File: config.mk
export PLATFORM = sky130hd
export DESIGN_NAME = alphamission_front_sprite_fetch
export DESIGN_NICKNAME = d
export VERILOG_FILES = /design/src/rtl/alphamission_front_sprite_fetch_pkg.sv /design/src/rtl/alphamission_spr_shifter.sv /design/src/rtl/alphamission_front_sprite_fetch.sv
export SDC_FILE = /design/constraint.sdc
export NUM_CORES = 1
export LEC_CHECK = 0
export CORE_AREA = 3 3 100 102
export CTS_CLUSTER_DIAMETER = 40
export DETAILED_ROUTE_END_ITERATION = 12
export DIE_AREA = 0 0 103 105
export PLACE_DENSITY = 0.8
export SETUP_SLACK_MARGIN = 0.02
export SYNTH_ARGS = -nofsm -noshare
export SYNTH_HDL_FRONTEND = slang
export SYNTH_SLANG_ARGS = --single-unit
File: constraint.sdc
create_clock -name clk -period 2.4 [get_ports clk]
set_input_delay 0.24 -clock clk [delete_from_list [all_inputs] [get_ports clk]]
set_output_delay 0.24 -clock clk [all_outputs]
set_load 0.01 [all_outputs]
File: src/rtl/alphamission_front_sprite_fetch_pkg.sv
// alphamission_front_sprite_fetch_pkg: FSM states, attribute field offsets and pixel/line-buffer constants
package alphamission_front_sprite_fetch_pkg;
  typedef enum logic [2:0] {
    S_IDLE, S_ATTR_RD, S_ATTR_CHK, S_GFX_FETCH, S_LOAD, S_PIXELS, S_NEXT, S_DONE
  } state_t;
  localparam int ATTR_Y     = 0;
  localparam int ATTR_X     = 9;
  localparam int ATTR_TILE  = 18;
  localparam int ATTR_FLIPX = 26;
  localparam int ATTR_FLIPY = 27;
  localparam int ATTR_PAL   = 28;
  localparam logic [2:0] PIX_TRANSPARENT = 3'b111;
  localparam logic [7:0] FD_IDLE = 8'hFF;
endpackage

File: src/rtl/alphamission_spr_shifter.sv
// alphamission_spr_shifter: three-plane 8-pixel shifter, MSB first; horizontal flip under ALPHAMISSION_SPR_FLIP_EN
module alphamission_spr_shifter
  import alphamission_front_sprite_fetch_pkg::*;
(
  input  logic        clk,
  input  logic        rst_n,
  input  logic        load,
  input  logic        shift,
  input  logic [23:0] data,
`ifdef ALPHAMISSION_SPR_FLIP_EN
  input  logic        flip_x,
`endif
  output logic [2:0]  pix
);
  logic [7:0]  p2, p1, p0;
  logic [23:0] planes;
`ifdef ALPHAMISSION_SPR_FLIP_EN
  logic [7:0] r2, r1, r0;
  assign r2 = {<<{data[23:16]}};
  assign r1 = {<<{data[15:8]}};
  assign r0 = {<<{data[7:0]}};
  // Reversing the planes at load lets the shift-out path stay MSB-first for both orientations
  assign planes = flip_x ? {r2, r1, r0} : data;
`else
  assign planes = data;
`endif
  always_ff @(posedge clk or negedge rst_n)
    if (!rst_n) {p2, p1, p0} <= {{8{PIX_TRANSPARENT[2]}}, {8{PIX_TRANSPARENT[1]}}, {8{PIX_TRANSPARENT[0]}}};
    else if (load) {p2, p1, p0} <= planes;
    else if (shift) {p2, p1, p0} <= {p2[6:0], 1'b1, p1[6:0], 1'b1, p0[6:0], 1'b1};
  assign pix = {p2[7], p1[7], p0[7]};
endmodule

File: src/rtl/alphamission_front_sprite_fetch.sv
// alphamission_front_sprite_fetch: per-line sprite attribute scan, graphics ROM fetch and line-buffer pixel output
// Optional horizontal/vertical flip enabled by defining ALPHAMISSION_SPR_FLIP_EN.
module alphamission_front_sprite_fetch
  import alphamission_front_sprite_fetch_pkg::*;
#(
  parameter int NSPR   = 64,
  parameter int GFX_AW = 16
) (
  input  logic                    clk,
  input  logic                    VIDEO_RSTn,
  input  logic                    CK0,
  input  logic                    LINE_START,
  input  logic [8:0]              VPOS,
  output logic [$clog2(NSPR)-1:0] ATTR_ADDR,
  input  logic [31:0]             ATTR_DATA,
  output logic                    GFX_REQ,
  output logic [GFX_AW-1:0]       GFX_ADDR,
  input  logic                    GFX_ACK,
  input  logic [23:0]             GFX_DATA,
  output logic [7:0]              FD,
  output logic [8:0]              FL_Y,
  output logic                    FCK,
  output logic                    LD,
  output logic                    LINE_DONE
);
  localparam int IW = $clog2(NSPR);
  state_t        state;
  logic [IW-1:0] idx;
  logic          half;
  logic [2:0]    cnt;
  logic [8:0]    x;
  logic [7:0]    tile;
  logic [3:0]    pal, row, erow;
  logic [8:0]    diff;
  logic          hit, load, shift;
  logic [2:0]    pix;
  assign diff  = VPOS - ATTR_DATA[ATTR_Y +: 9];
  assign hit   = diff[8:4] == 5'd0;
  assign load  = state == S_GFX_FETCH && GFX_REQ && GFX_ACK;
  assign shift = state == S_PIXELS && CK0;
`ifdef ALPHAMISSION_SPR_FLIP_EN
  logic xflip;
  assign erow = ATTR_DATA[ATTR_FLIPY] ? 4'd15 - diff[3:0] : diff[3:0];
  always_ff @(posedge clk or negedge VIDEO_RSTn)
    if (!VIDEO_RSTn) xflip <= 1'b0;
    else if (state == S_ATTR_CHK) xflip <= ATTR_DATA[ATTR_FLIPX];
`else
  logic unused_flip;
  assign unused_flip = ^ATTR_DATA[ATTR_FLIPY:ATTR_FLIPX];
  assign erow = diff[3:0];
`endif
  always_ff @(posedge clk or negedge VIDEO_RSTn)
    if (!VIDEO_RSTn) begin
      state     <= S_IDLE;
      idx       <= '0;
      half      <= 1'b0;
      cnt       <= 3'd0;
      x         <= 9'd0;
      tile      <= 8'd0;
      pal       <= 4'd0;
      row       <= 4'd0;
      ATTR_ADDR <= '0;
      GFX_REQ   <= 1'b0;
      GFX_ADDR  <= '0;
      FD        <= FD_IDLE;
      FL_Y      <= 9'd0;
      FCK       <= 1'b0;
      LD        <= 1'b1;
      LINE_DONE <= 1'b0;
    end else begin
      FD        <= FD_IDLE;
      FCK       <= 1'b0;
      LD        <= 1'b1;
      LINE_DONE <= 1'b0;
      // A new line strobe always wins and restarts the scan from entry 0
      if (LINE_START && state != S_IDLE) begin
        state     <= S_ATTR_RD;
        idx       <= '0;
        ATTR_ADDR <= '0;
        GFX_REQ   <= 1'b0;
      end else begin
        case (state)
          S_IDLE: if (LINE_START) begin
            state     <= S_ATTR_RD;
            idx       <= '0;
            ATTR_ADDR <= '0;
          end
          S_ATTR_RD: state <= S_ATTR_CHK;
          S_ATTR_CHK: begin
            x    <= ATTR_DATA[ATTR_X +: 9];
            tile <= ATTR_DATA[ATTR_TILE +: 8];
            pal  <= ATTR_DATA[ATTR_PAL +: 4];
            row  <= erow;
            half <= 1'b0;
            if (hit) begin
              GFX_REQ  <= 1'b1;
              GFX_ADDR <= GFX_AW'({ATTR_DATA[ATTR_TILE +: 8], erow, 1'b0});
            end
            state <= hit ? S_GFX_FETCH : S_NEXT;
          end
          S_GFX_FETCH: if (GFX_ACK) begin
            GFX_REQ <= 1'b0;
            state   <= S_LOAD;
          end
          S_LOAD: if (CK0) begin
            FCK   <= 1'b1;
            LD    <= 1'b0;
            FL_Y  <= x + {5'd0, half, 3'd0};
            cnt   <= 3'd0;
            state <= S_PIXELS;
          end
          S_PIXELS: if (CK0) begin
            FD  <= {1'b0, pal, pix};
            cnt <= cnt + 3'd1;
            if (cnt == 3'd7) begin
              if (!half) begin
                half     <= 1'b1;
                GFX_REQ  <= 1'b1;
                GFX_ADDR <= GFX_AW'({tile, row, 1'b1});
              end
              state <= half ? S_NEXT : S_GFX_FETCH;
            end
          end
          S_NEXT: begin
            idx       <= idx + 1'b1;
            ATTR_ADDR <= idx + 1'b1;
            LINE_DONE <= &idx;
            state     <= &idx ? S_DONE : S_ATTR_RD;
          end
          S_DONE: state <= S_IDLE;
          default: state <= S_IDLE;
        endcase
      end
    end
  alphamission_spr_shifter u_shifter (
    .clk    (clk),
    .rst_n  (VIDEO_RSTn),
    .load   (load),
    .shift  (shift),
    .data   (GFX_DATA),
`ifdef ALPHAMISSION_SPR_FLIP_EN
    .flip_x (xflip),
`endif
    .pix    (pix)
  );
endmodule

==> results summary <==
The commonest cells after synthesis are sky130_fd_sc_hd__nand2_1 (122), sky130_fd_sc_hd__dfrtp_1 (63), sky130_fd_sc_hd__dfstp_2 (33), sky130_fd_sc_hd__nor2_1 (24), sky130_fd_sc_hd__mux2_2 (22). The fraction of synthesized cell area taken by the top area cell type came out at 0.344. The post-route worst hold slack is 0.386 ns.

For this run, the detailed router's first-pass iteration total came to 4. 0 antenna diodes ended up in the layout. The overall global routing resource usage came out at 0.215.

Of the cells placed in the final design, the portion with a size suffix greater than 1 is 0.230. The worst setup slack for register-to-register paths is 0.32 ns. The analysis attributes to cell leakage a power of 2.85 nW. The measured slew at the worst slew-check pin came out at 0.706 ns.

Of all cell types, the one taking the most synthesized area is sky130_fd_sc_hd__dfrtp_1. The maximum number of pins on one net before global-route repair came out at 50. The flow ran to the end, and the final reports show no timing, DRC or antenna violations.

The final critical delay including setup and external delays came out at 2.29 ns. Once placement completed, the tool counted placed cells totaling between 600 and 700. The count of max-cap constraint violations came out at 0. The number of routed nets with antenna violations came out at 0.

The width of the chip is around 100 um. In this run the cell area of the synthesized design comes to 4580 um^2. The total number of H-tree levels is 3. The average footprint of a synthesized cell is 10.1 um^2. The detailed-route vias per instance is 5.37. The path with the worst hold slack has its endpoint at row[0].

The count of cells along the worst register-to-register path came out at 7. The part of the power in registers came out at 0.484. The worst hold path begins at ATTR_DATA[0]. Routability-driven placement finished with a final weighted congestion of about 0.89. Across all setup checks in the final design, the least slack found is 0.105 ns. The proportion of total power due to net switching came out at 0.332. The core region is 9200 um^2. The areal power density over the cells came out at slightly above 800 nW/um^2. The number of clock buffers added by TritonCTS is 9.

Port buffering added 107 buffers. The count of yosys warnings during synthesis is 0. The floorplan die height came out at 105 um. The floorplan has 35 rows. Yosys attributes the largest share of cell area to sky130_fd_sc_hd__dfrtp_1 (34%), sky130_fd_sc_hd__dfstp_2 (19%), sky130_fd_sc_hd__nand2_1 (10%). The number of vias after detailed routing came out at 3,742. The proportion of power drawn by the clock network is 0.199. Once detailed placement completed, the half-perimeter wirelength came to ~7.8 mm. The maximum ir drop on the vdd rail came out at 0.462 mV. The number of different library cells in the post-synthesis netlist came out at 50. The number of failing setup endpoints in the final timing report is 0.

The routed wire length came out at 11.0 mm. The peak fanout along the critical path is 5. In the final layout, the multi-input gates occupy between 2000 and 2500 um^2. The sequential fraction of the synthesis area is 0.533.

The number of global-route vias before repair is 3,850. The worst setup path is of the in -> reg kind. The max-slew violation total from the final report is 0. Setup repair after global routing left no endpoint under its margin. The number of buffers on the longest clock path came out at 2. The first global-routing pass estimated 18.6 mm of wire. The critical path launch point type is an input pin.

The number of design-rule violations left by the first detailed-router iteration is about 140. The path class of the tightest hold or removal check is in -> reg. Once placement finished, the instance area stood at 5930 um^2. The total negative slack is 0 ns. The worst register-to-register path begins at state[2]. The clock latency reported for the late side of the worst-skew pair came out at 0.36 ns. The number of top-level design ports came out at 113.

The initial cell density of the core is 0.499. Counting flops with a built-in enable in the synthesized netlist gives 0. The synthesized instance count came out at 452. The count of endpoints failing hold in the final timing report is 0. The share of the cycle needed by the critical path after routing came out at 0.956. The TritonCTS clock tree is yes. In this run the critical register-to-register path is captured at GFX_ADDR[9]. The async set-reset flop share out of synthesis came out at 1.00. The timing-limited maximum frequency is 436 MHz. The net switching component of the power came out at roughly 1.7 mW.

The pre-CTS setup slack is -0.563 ns. Internal power comes to around 3.4 mW. The main flop type after synthesis is sky130_fd_sc_hd__dfrtp_1. Measured on the finished design, the core utilization comes to 0.682. The post-synthesis to final-layout area growth came out at 36.8%. The number of antenna violations at the first check in global routing came out at 0. The share of total power in combinational logic came out at 0.317. The clock drives 96 sinks. After synthesis the netlist holds a flip-flop and latch count of 96. The area of all sequential standard cells came out at 2440 um^2. The arrival time of the worst setup path came out at between 2 and 3 ns. The final instance count without filler cells came out at 697.

The overall power of the completed layout is roughly 5.1 mW. The required time reported for the critical path endpoint came out at 2.64 ns. STA classifies the critical path endpoint as a flip-flop. After global routing the overflow that remains totals 0.

The worst max-slew margin expressed relative to the limit is 0.529. The final standard cell area without fillers came out at 6270 um^2. The clock-pin slew on the worst setup and hold paths came out at 0.09 ns. The cell count of the worst hold path came out at 3.

The DRC violation count after routing came out at 0. On the final layout, the worst clock skew is around 0.02 ns. The floorplan die area came out at around 11,000 um^2. The layout has 711 filler cells. The most repeated cell in the gate-level netlist after synthesis is sky130_fd_sc_hd__nand2_1. The count of nets after finishing is between 600 and 700. The detailed-route wire length per cell came out at 15.8 um. The library cell used as clock root buffer is sky130_fd_sc_hd__clkbuf_8.
[flip-flops by register name, indices dropped and copies added (netlist names), 4 cells and up]
signal	flops
row	4
idx	6
FL_Y	9
u_shifter.p2	8
u_shifter.p1	8
x	9
u_shifter.p0	8
FD	8
tile	8
pal	4
GFX_ADDR	13
[how the worst max path moves through the flow]
stage	start	endpoint	slack, ns
final	ATTR_DATA[1]	GFX_ADDR[2]	0.11
after global routing	ATTR_DATA[1]	GFX_ADDR[2]	0.03
after CTS	ATTR_DATA[1]	GFX_ADDR[2]	0.08
after detailed placement	ATTR_DATA[1]	GFX_ADDR[9]	-0.56
after global placement	ATTR_DATA[1]	GFX_ADDR[10]	-0.49
after floorplan	ATTR_DATA[4]	GFX_ADDR[10]	0.02
[cell usage in the layout, fill, tap and decap left out, types with 6 or more instances in the layout]
cell,count
sky130_fd_sc_hd__nand2_1,121
sky130_fd_sc_hd__clkdlybuf4s50_1,96
sky130_fd_sc_hd__dfrtp_1,63
sky130_fd_sc_hd__dfstp_2,33
sky130_fd_sc_hd__buf_4,29
sky130_fd_sc_hd__nor2_1,23
sky130_fd_sc_hd__mux2_2,21
sky130_fd_sc_hd__a22oi_1,19
sky130_fd_sc_hd__o21ai_0,13
sky130_fd_sc_hd__inv_1,12
sky130_fd_sc_hd__nand2b_1,9
sky130_fd_sc_hd__xnor2_1,9
sky130_fd_sc_hd__nand3_1,9
sky130_fd_sc_hd__clkbuf_8,9
sky130_fd_sc_hd__a21oi_1,8
sky130_fd_sc_hd__dlygate4sd2_1,8
sky130_fd_sc_hd__xor2_1,7
sky130_fd_sc_hd__ha_1,7
sky130_fd_sc_hd__ha_4,6
[critical path: stages]
cell and delay, ns:
sky130_fd_sc_hd__clkdlybuf4s15_2 0.19, sky130_fd_sc_hd__inv_2 0.05, sky130_fd_sc_hd__ha_4 0.22, sky130_fd_sc_hd__nor2b_4 0.13, sky130_fd_sc_hd__o21a_1 0.19, sky130_fd_sc_hd__a31o_1 0.22, sky130_fd_sc_hd__or3_1 0.36, sky130_fd_sc_hd__a311oi_2 0.26
sky130_fd_sc_hd__buf_4 0.21, sky130_fd_sc_hd__a31oi_4 0.13, sky130_fd_sc_hd__mux2_4 0.33
[power groups by stage]
stage / Clock, mW / Sequential [mW] / Combinational (mW)
after global routing: 1.10 / 2.53 / 1.81
after floorplan: 0 / 2.45 / 0.910
final: 1.02 / 2.47 / 1.62
after global placement: 0 / 2.46 / 1.52
after detailed placement: 0 / 2.49 / 1.58
after CTS: 1.04 / 2.47 / 1.62
[cells by family after synthesis]
family | count (synthesis) | synth area share
simple gates | 185 | 0.173
flops | 96 | 0.533
compound gates | 69 | 0.109
buf+inv | 41 | 0.0379
mux | 30 | 0.0759
xor+xnor | 16 | 0.0306
fa+ha+maj | 14 | 0.0398
other cells | 1 | 0.000818
[what timing repair did]
item,4_1_cts,5_1_grt
gates cloned,1,0
hold buffers,1,0
gates resized for setup,29,3
buffers inserted,5,0
setup endpoints to repair,14,28
pin swaps,10,1
hold endpoints to repair,46,0
[cell type report]
type | instances | area share
Timing Repair Buffer | 139 | 0.212
Sequential cell | 96 | 0.390
Tap cell | 111 | 0.0221
Inverter | 17 | 0.0102
Multi-Input combinational cell | 318 | 0.337
Clock inverter | 7 | 0.00958
Clock buffer | 9 | 0.0197
[metal layers]
| layer | vias to the layer above | wire (um) | track usage |
|---|---|---|---|
| met4 | 0 | 148 | 0.0703 |
| li1 | 1774 | - | - |
| met1 | 1839 | 4550 | 0.278 |
| met3 | 16 | 708 | 0.0487 |
| met2 | 113 | 5600 | 0.355 |
| met5 | - | 0 | 0 |
Power figures use the tool's default switching activity.
